[src/rtl/serial_adder_pkg.sv]
// Shared types and sizing helpers for the bit-serial adder.
package serial_adder_pkg;

   typedef enum logic [1:0] {
      IDLE  = 2'd0,
      SHIFT = 2'd1,
      DONE  = 2'd2
   } sa_state_t;

   // Counter must reach WIDTH after the last shift, hence clog2(WIDTH+1).
   function automatic int sa_cnt_w(input int width);
      return (width < 1) ? 1 : $clog2(width + 1);
   endfunction

endpackage

[src/rtl/serial_adder_fa.sv]
// One-bit full adder built from two half-adder stages and an OR of their carries.
module serial_adder_fa (
   input  logic a,
   input  logic b,
   input  logic cin,
   output logic s,
   output logic cout
);

   logic ha1_s;
   logic ha1_c;
   logic ha2_c;

   assign ha1_s = a ^ b;
   assign ha1_c = a & b;
   assign s     = ha1_s ^ cin;
   assign ha2_c = ha1_s & cin;
   assign cout  = ha1_c | ha2_c;

endmodule

[src/rtl/serial_adder.sv]
// Bit-serial WIDTH-bit adder, LSB first, one bit per clock.
// Optional subtract mode is enabled by defining SERIAL_ADDER_SUB_EN.
module serial_adder
   import serial_adder_pkg::*;
#(
   parameter int WIDTH = 8
) (
   input  logic             clk,
   input  logic             rst_n,
   input  logic             start,
`ifdef SERIAL_ADDER_SUB_EN
   input  logic             sub,
`endif
   input  logic [WIDTH-1:0] a,
   input  logic [WIDTH-1:0] b,
   output logic             busy,
   output logic             done,
   output logic [WIDTH-1:0] sum,
   output logic             cout
);

   localparam int CNT_W = sa_cnt_w(WIDTH);
   localparam logic [CNT_W-1:0] LAST_CNT = CNT_W'(WIDTH - 1);

   sa_state_t        state_q, state_d;
   logic [WIDTH-1:0] a_sr_q, a_sr_d;
   logic [WIDTH-1:0] b_sr_q, b_sr_d;
   logic [WIDTH-1:0] acc_q, acc_d;
   logic [WIDTH-1:0] sum_q, sum_d;
   logic [CNT_W-1:0] cnt_q, cnt_d;
   logic             carry_q, carry_d;
   logic             cout_q, cout_d;
   logic             busy_q, busy_d;
   logic             done_q, done_d;

   logic             fa_s;
   logic             fa_cout;
   logic [WIDTH-1:0] acc_shift;
   logic [WIDTH-1:0] b_load;
   logic             carry_load;

`ifdef SERIAL_ADDER_SUB_EN
   // Two's-complement subtract: invert B and inject a carry of one.
   assign b_load     = sub ? ~b : b;
   assign carry_load = sub;
`else
   assign b_load     = b;
   assign carry_load = 1'b0;
`endif

   serial_adder_fa u_fa (
      .a    (a_sr_q[0]),
      .b    (b_sr_q[0]),
      .cin  (carry_q),
      .s    (fa_s),
      .cout (fa_cout)
   );

   generate
      if (WIDTH == 1) begin : g_acc_w1
         assign acc_shift = fa_s;
      end else begin : g_acc_wn
         assign acc_shift = {fa_s, acc_q[WIDTH-1:1]};
      end
   endgenerate

   always_comb begin
      state_d = state_q;
      a_sr_d  = a_sr_q;
      b_sr_d  = b_sr_q;
      acc_d   = acc_q;
      sum_d   = sum_q;
      cnt_d   = cnt_q;
      carry_d = carry_q;
      cout_d  = cout_q;
      case (state_q)
         IDLE, DONE: begin
            if (start) begin
               state_d = SHIFT;
               a_sr_d  = a;
               b_sr_d  = b_load;
               carry_d = carry_load;
               cnt_d   = '0;
            end else begin
               state_d = IDLE;
            end
         end
         SHIFT: begin
            a_sr_d  = a_sr_q >> 1;
            b_sr_d  = b_sr_q >> 1;
            carry_d = fa_cout;
            acc_d   = acc_shift;
            cnt_d   = cnt_q + CNT_W'(1);
            // sum is only written on the final bit so it never shows partial results.
            if (cnt_q == LAST_CNT) begin
               state_d = DONE;
               sum_d   = acc_shift;
               cout_d  = fa_cout;
            end
         end
         default: state_d = IDLE;
      endcase
      busy_d = (state_d == SHIFT);
      done_d = (state_d == DONE);
   end

   always_ff @(posedge clk or negedge rst_n) begin
      if (!rst_n) begin
         state_q <= IDLE;
         a_sr_q  <= '0;
         b_sr_q  <= '0;
         acc_q   <= '0;
         sum_q   <= '0;
         cnt_q   <= '0;
         carry_q <= 1'b0;
         cout_q  <= 1'b0;
         busy_q  <= 1'b0;
         done_q  <= 1'b0;
      end else begin
         state_q <= state_d;
         a_sr_q  <= a_sr_d;
         b_sr_q  <= b_sr_d;
         acc_q   <= acc_d;
         sum_q   <= sum_d;
         cnt_q   <= cnt_d;
         carry_q <= carry_d;
         cout_q  <= cout_d;
         busy_q  <= busy_d;
         done_q  <= done_d;
      end
   end

   assign busy = busy_q;
   assign done = done_q;
   assign sum  = sum_q;
   assign cout = cout_q;

endmodule

[config.mk]
export PLATFORM = sky130hd
export DESIGN_NAME = serial_adder
export DESIGN_NICKNAME = d
export VERILOG_FILES = /design/src/rtl/serial_adder_pkg.sv /design/src/rtl/serial_adder_fa.sv /design/src/rtl/serial_adder.sv
export SDC_FILE = /design/constraint.sdc
export NUM_CORES = 1
export LEC_CHECK = 0
export BUFFER_PORTS_ARGS = -buffer_cell sky130_fd_sc_hd__buf_4
export CAP_MARGIN = 25
export CELL_PAD_IN_SITES_DETAIL_PLACEMENT = 0
export CELL_PAD_IN_SITES_GLOBAL_PLACEMENT = 1
export CORE_ASPECT_RATIO = 1.1
export CORE_MARGIN = 2
export CORE_UTILIZATION = 44
export CTS_CLUSTER_DIAMETER = 100
export DETAILED_ROUTE_END_ITERATION = 8
export GPL_TIMING_DRIVEN = 0
export PLACE_DENSITY = 0.77
export SYNTH_ARGS = -nofsm -noshare
export SYNTH_HDL_FRONTEND = slang
export SYNTH_SLANG_ARGS = --single-unit
[constraint.sdc]
create_clock -name clk -period 1.75 [get_ports clk]
set_input_delay 0.2625 -clock clk [delete_from_list [all_inputs] [get_ports clk]]
set_output_delay 0.2625 -clock clk [all_outputs]
set_load 0.02 [all_outputs]
Word-level counts from Yosys, hierarchy flattened
Cells that the tools add are included.
{"block": "word_totals", "ff_bits": 42, "inputBits": 19, "elab_cells": 38}
{"block": "classes", "eq_ne": 6, "n_reduce_logical": 5, "bitwise": 5, "muxes": 11, "addsub": 1}
{"operator": "$pmux 8 s2", "count": 2}
{"operator": "$mux 8", "count": 2}
{"operator": "$pmux 4 s2", "count": 1}
{"operator": "$add 4x1->4 const B", "count": 1}
{"operator": "$eq 2x1->1 const B", "count": 2}
{"operator": "$eq 2x2->1 const B", "count": 2}
{"operator": "$eq 4x3->1 const B", "count": 1}
{"operator": "$mux 4", "count": 1}
{"operator": "$pmux 2 s2", "count": 1}
{"operator": "$reduce_and 2->1", "count": 2}
{"operator": "$and 1x1->1", "count": 2}
{"operator": "$logic_not 2->1", "count": 1}
{"operator": "$mux 1", "count": 2}
{"operator": "$mux 2", "count": 1}
{"operator": "$ne 2x2->1 const B", "count": 1}
{"operator": "$pmux 1 s2", "count": 1}
{"operator": "$reduce_bool 2->1", "count": 1}
{"operator": "$reduce_or 2->1", "count": 1}
{"operator": "$xor 1x1->1", "count": 2}
{"operator": "$or 1x1->1", "count": 1}

Logic depth before layout (Yosys ltp)
{"block": "logic_depth", "depth_word": 4, "mapped_depth": 5, "ltp_nobuf": 4}

Modules after synthesis
Synthesis repeated with hierarchy kept, for this count alone.
{"block": "unflattened", "cells_unflattened": 115, "hier_area_um2": 1680.4}
{"module": "serial_adder", "n_inst": 1, "area_each_um2": 1660.3, "seq_area_each_um2": 1026.0, "cells_each": 114}
{"module": "serial_adder_fa", "n_inst": 1, "area_each_um2": 20.0, "seq_area_each_um2": 0.0, "cells_each": 1}

Worst setup path after synthesis
No wires, ideal clock.
{"block": "synth_path", "path_type": "register to register", "start": "register cnt_q[0]", "end": "register cout_q (netlist: cout)", "setup_ps": 125, "period_less_slack_ps": 1387, "n_path_buf": 1, "path_stages_with_launch": 6, "t_arrival_ps": 1262, "slack_ps": 363, "path_cell_list": "dfrtp_1 ha_1 nand2_1 nor3b_2 buf_4 mux2_2"}
{"block": "synth_between", "elab_chain_len": 2}
{"element": "from (decl)", "line": "serial_adder.sv:30", "source": "logic [CNT_W-1:0] cnt_q, cnt_d;"}
{"element": "from (signal assigned)", "line": "serial_adder.sv:125", "source": "cnt_q <= cnt_d;"}
{"element": "$eq 4x3->1", "line": "serial_adder.sv:95", "source": "if (cnt_q == LAST_CNT) begin"}
{"element": "$reduce_and 2->1 (no source line)"}
{"element": "to (signal assigned)", "line": "serial_adder.sv:127", "source": "cout_q <= cout_d;"}
{"element": "to (decl)", "line": "serial_adder.sv:32", "source": "logic cout_q, cout_d;"}
No other way between the ends.
A chain may end at the register's enable or synchronous reset.

Final worst setup path
{"block": "layout_path", "start": "register cnt_q[0]", "end": "register sum_q[5] (netlist: sum[5])"}
{"block": "layout_between", "elab_chain_len": 2}
{"element": "$eq 4x3->1", "line": "serial_adder.sv:95"}
{"element": "$reduce_and 2->1 (no source line)"}
{"element": "to (signal assigned)", "line": "serial_adder.sv:124", "source": "sum_q <= sum_d;"}
{"element": "to (decl)", "line": "serial_adder.sv:29", "source": "logic [WIDTH-1:0] sum_q, sum_d;"}
No other way between the ends.

==> results by stage <==
Synthesis:
- The synthesis warning total is 0.
- The number of register bits inferred by synthesis is 41.
- Synthesis handed over a netlist of 116 instances.
- In the post-synthesis netlist, the biggest area contributors are sky130_fd_sc_hd__dfrtp_1, sky130_fd_sc_hd__mux2_2, sky130_fd_sc_hd__a22o_1.
- sky130_fd_sc_hd__dfrtp_1 is the most common cell in the netlist.
- The commonest register cell after synthesis is sky130_fd_sc_hd__dfrtp_1.
- Counting distinct cell types in the post-synthesis netlist gives 21.
- After synthesis, flip-flops and latches occupy 61.2% of the total area.
- Ranked by instance count, the synthesized netlist is headed by sky130_fd_sc_hd__dfrtp_1, sky130_fd_sc_hd__a22o_1, sky130_fd_sc_hd__mux2_2.
- After synthesis, the largest area contributor takes up between 60% and 70% of total cell area.
- The number of nets handed over by synthesis was 137.
- The count of flip-flops with a built-in enable after synthesis is 0.
- The cell type contributing the most total cell area after synthesis is sky130_fd_sc_hd__dfrtp_1.
- Averaged over all synthesized cells, the footprint is 14.4 µm².
- Of all flip-flops after synthesis, the portion carrying an async set or reset was 100%.
- The summed instance area of the synthesized netlist is 1680 µm².

Global routing:
- The first-pass GRT wire length is around 5400 µm.
- The initial antenna violation count is 0.
- Global routing consumed, over all layers together, 16.6% of the routing resources.
- Entering global routing, the biggest net connects 42 pins.
- The number of global-route vias before repair is around 1200.
- Global routing finished with a remaining overflow of 0.

Place:
- During placement, the flow inserted port buffers numbering 29.
- The wire-length estimate of the detail-placed layout is 2070 µm.
- The last weighted congestion value of the routability-driven placer is 0.676.

Outcome:
- The flow ran to the end, and the final reports show no timing, DRC or antenna violations.

Die:
- The total area inside the core boundary comes to around 3700 µm².
- The initialized floorplan defines 23 standard-cell rows.
- The chip width is 62.8 µm.
- The boundary pin count is 30.
- Once the floorplan was initialized, standard cells occupied between 40% and 50% of the core.
- The y dimension of the die is 68.7 µm.
- The area enclosed by the die boundary is 4320 µm².

Timing:
- Setup violations remaining at the end of the flow were counted as 0.
- The period utilization is between 80% and 90%.
- In this run the tightest slew margin relative to its limit is 66.6%.
- The count of pins over their slew limit is 0.
- The final hold violation count is 0.
- Derived from the worst setup path, the maximum achievable clock frequency is between 600 and 700 MHz.
- The worst setup skew after layout is 4.33 ps.
- The post-route setup TNS is 0 ps.
- The slew at the pin closest to its max-slew limit is 501 ps.
- Setup repair after global routing left no endpoint under its margin.
- The routed design could run at a clock period as short as 1520 ps.

Worst setup path:
- The startpoint identified for the worst register-to-register timing path is cnt_q[0].
- STA classifies the critical path startpoint as a register.
- The worst endpoint data arrival time is 1700 ps.
- The signal on the critical path passes through ha_1 > nand2_1 > nor3b_2 > buf_4 > mux2_2.
- The capturing point of the worst reg2reg path is sum[5].
- The last element of the critical path is sum[5].
- The register-to-register setup slack is approximately 230 ps.
- The largest single stage delay on the critical path is around 400 ps.
- The kind of cell adding the most delay to the critical path is flip-flops.
- Counting both buffers and inverters, the worst setup path holds a total of 1.
- The slowest stage of the critical path belongs to the cell sky130_fd_sc_hd__dfrtp_1.
- The instance count on the critical path is 5.
- The class of the most critical setup path is reg -> reg.
- The highest net fanout along the worst path is 10.
- The critical path starts at cnt_q[0].
- The number of cells on the worst reg-to-reg path is 5.
- The data required time of the worst path is between 1500 and 2000 ps.
- The critical path capture point type is a register.

Detailed routing:
- The final layout contains routed wiring with a total length of around 3000 µm.
- The DRC violation count after routing is 0.
- Across all layers, the routed design uses 1078 vias.
- The first routing iteration left 37 violations.
- Dividing the detail-routed wire length by the instance count gives 14.7 µm.
- The detailed-routing iteration count for the pre-antenna-repair pass is 4.
- Using the TritonRoute via totals, the vias-per-cell ratio works out to between 5 and 6.
- The number of nets with antenna violations after routing is 0.

Clock network:
- The number of clock buffers inserted by TritonCTS is 5.
- Clock tree synthesis selected as its root buffer the cell sky130_fd_sc_hd__clkbuf_8.
- The clock insertion delay at the later pin of the skew report is 290 ps.
- Counting along the longest clock path gives a buffer depth of 2.
- The H-tree generated during clock tree synthesis spans 2 levels.
- The clock transition time at the flip-flop clock pins of the worst setup and hold paths is roughly 70 ps.
- The number of clock sinks is 41.
- TritonCTS built the clock tree.

Power:
- In this run the static leakage power is 1.07 nW.
- The worst IR drop on VDD is 0.986 mV.
- Power comes to around 3.9 mW.
- Dividing total power by cell area gives a power density of roughly 1900 nW/µm².

Finish:
- At the end of the flow, the number of nets in the layout was around 170.
- The diode insertion count for antenna repair is 0.
- Cells with a size suffix above 1 make up 40.5% of the layout.
- The post-synthesis to final-layout area growth is 23.5%.

Min path:
- The tightest min-delay check is of the in -> reg type.

Run:
- Across the run, the number of max-cap violations was 0.
## worst register-to-register path, cell delays in order (launching register included)
cell	delay [ps]
sky130_fd_sc_hd__dfrtp_1	390
sky130_fd_sc_hd__ha_1	200
sky130_fd_sc_hd__nand2_1	110
sky130_fd_sc_hd__nor3b_2	160
sky130_fd_sc_hd__buf_4	200
sky130_fd_sc_hd__mux2_2	350
## worst min-delay path by stage
stage           from   endpoint  slack [ps]  depth (start not counted)
3_3_place_gp   rst_n  a_sr_q[2]         260                          1
5_1_grt         b[7]  b_sr_q[7]         200                          2
4_1_cts         b[7]  b_sr_q[7]         190                          2
6_report        b[7]  b_sr_q[7]         200                          2
2_1_floorplan  rst_n  a_sr_q[0]         -30                          0
3_5_place_dp   rst_n  a_sr_q[2]         270                          1
## stage by stage
stage                     hold slack [ps]  setup slack, ps  util [%]  std cells  area [µm²]
after floorplan                     -33.1              363         -        116        1680
after global placement                264              263      53.5        195        1960
after CTS                             185              213      56.6        203        2070
after global routing                  204              141      56.6        203        2070
after detailed placement              273              224      53.5        195        1960
final                                 197              226      56.6        203        2070
## cell families after synthesis
logic type,count (synthesis),synth area share (%)
DFF,41,61.2
AOI/OAI and AO/OA,34,16.5
muxes,18,11.9
and+or+nand+nor,13,4.78
buffers and inverters,7,3.06
adders and majority gates,2,1.94
xor gates and xnor gates,1,0.523
## where the power goes
group          switching (mW)  internal (mW)
clock network           0.298          0.414
registers               0.253           1.38
logic                   0.725          0.872
total                    1.28           2.67
## per-layer routing
metal	up-vias	global-route usage [%]	wire length (µm)	part of all wire (%)
met5	-	0	0	0
met4	0	6.67	49	1.6
met3	5	5.03	155	5.2
met2	26	27.6	1450	49
met1	550	20.7	1330	45
li1	497	-	-	-
## timing repair
action	in CTS	in global routing
hold buffers	1	0
setup endpoints to repair	0	0
setup buffers	0	0
hold endpoints to repair	41	0
resized for setup	0	0
## area by class of cell
type	count	area (µm²)
fill	343	1590
tap	50	62.6
buffer	7	51.3
clock buffer	5	68.8
clock inverter	2	35.0
sequential	41	1030
multi-input combinational	68	598
timing repair buffer	30	228
## state kept, by name, indices dropped and copies added, names as in the netlist, 2 cells and up
register	cells
sum	8
acc_q	7
state_q	2
b_sr_q	8
cnt_q	4
a_sr_q	8
## placed cells by master (no fill, tap or decap), types with 2 or more instances in the layout
cell / instances
sky130_fd_sc_hd__buf_2: 2
sky130_fd_sc_hd__a22o_1: 19
sky130_fd_sc_hd__dfrtp_1: 41
sky130_fd_sc_hd__clkbuf_8: 5
sky130_fd_sc_hd__mux2_2: 16
sky130_fd_sc_hd__nand2_1: 4
sky130_fd_sc_hd__nor2b_1: 2
sky130_fd_sc_hd__mux2i_1: 2
sky130_fd_sc_hd__a21o_1: 14
sky130_fd_sc_hd__buf_4: 33
Power figures use the tool's default switching activity.
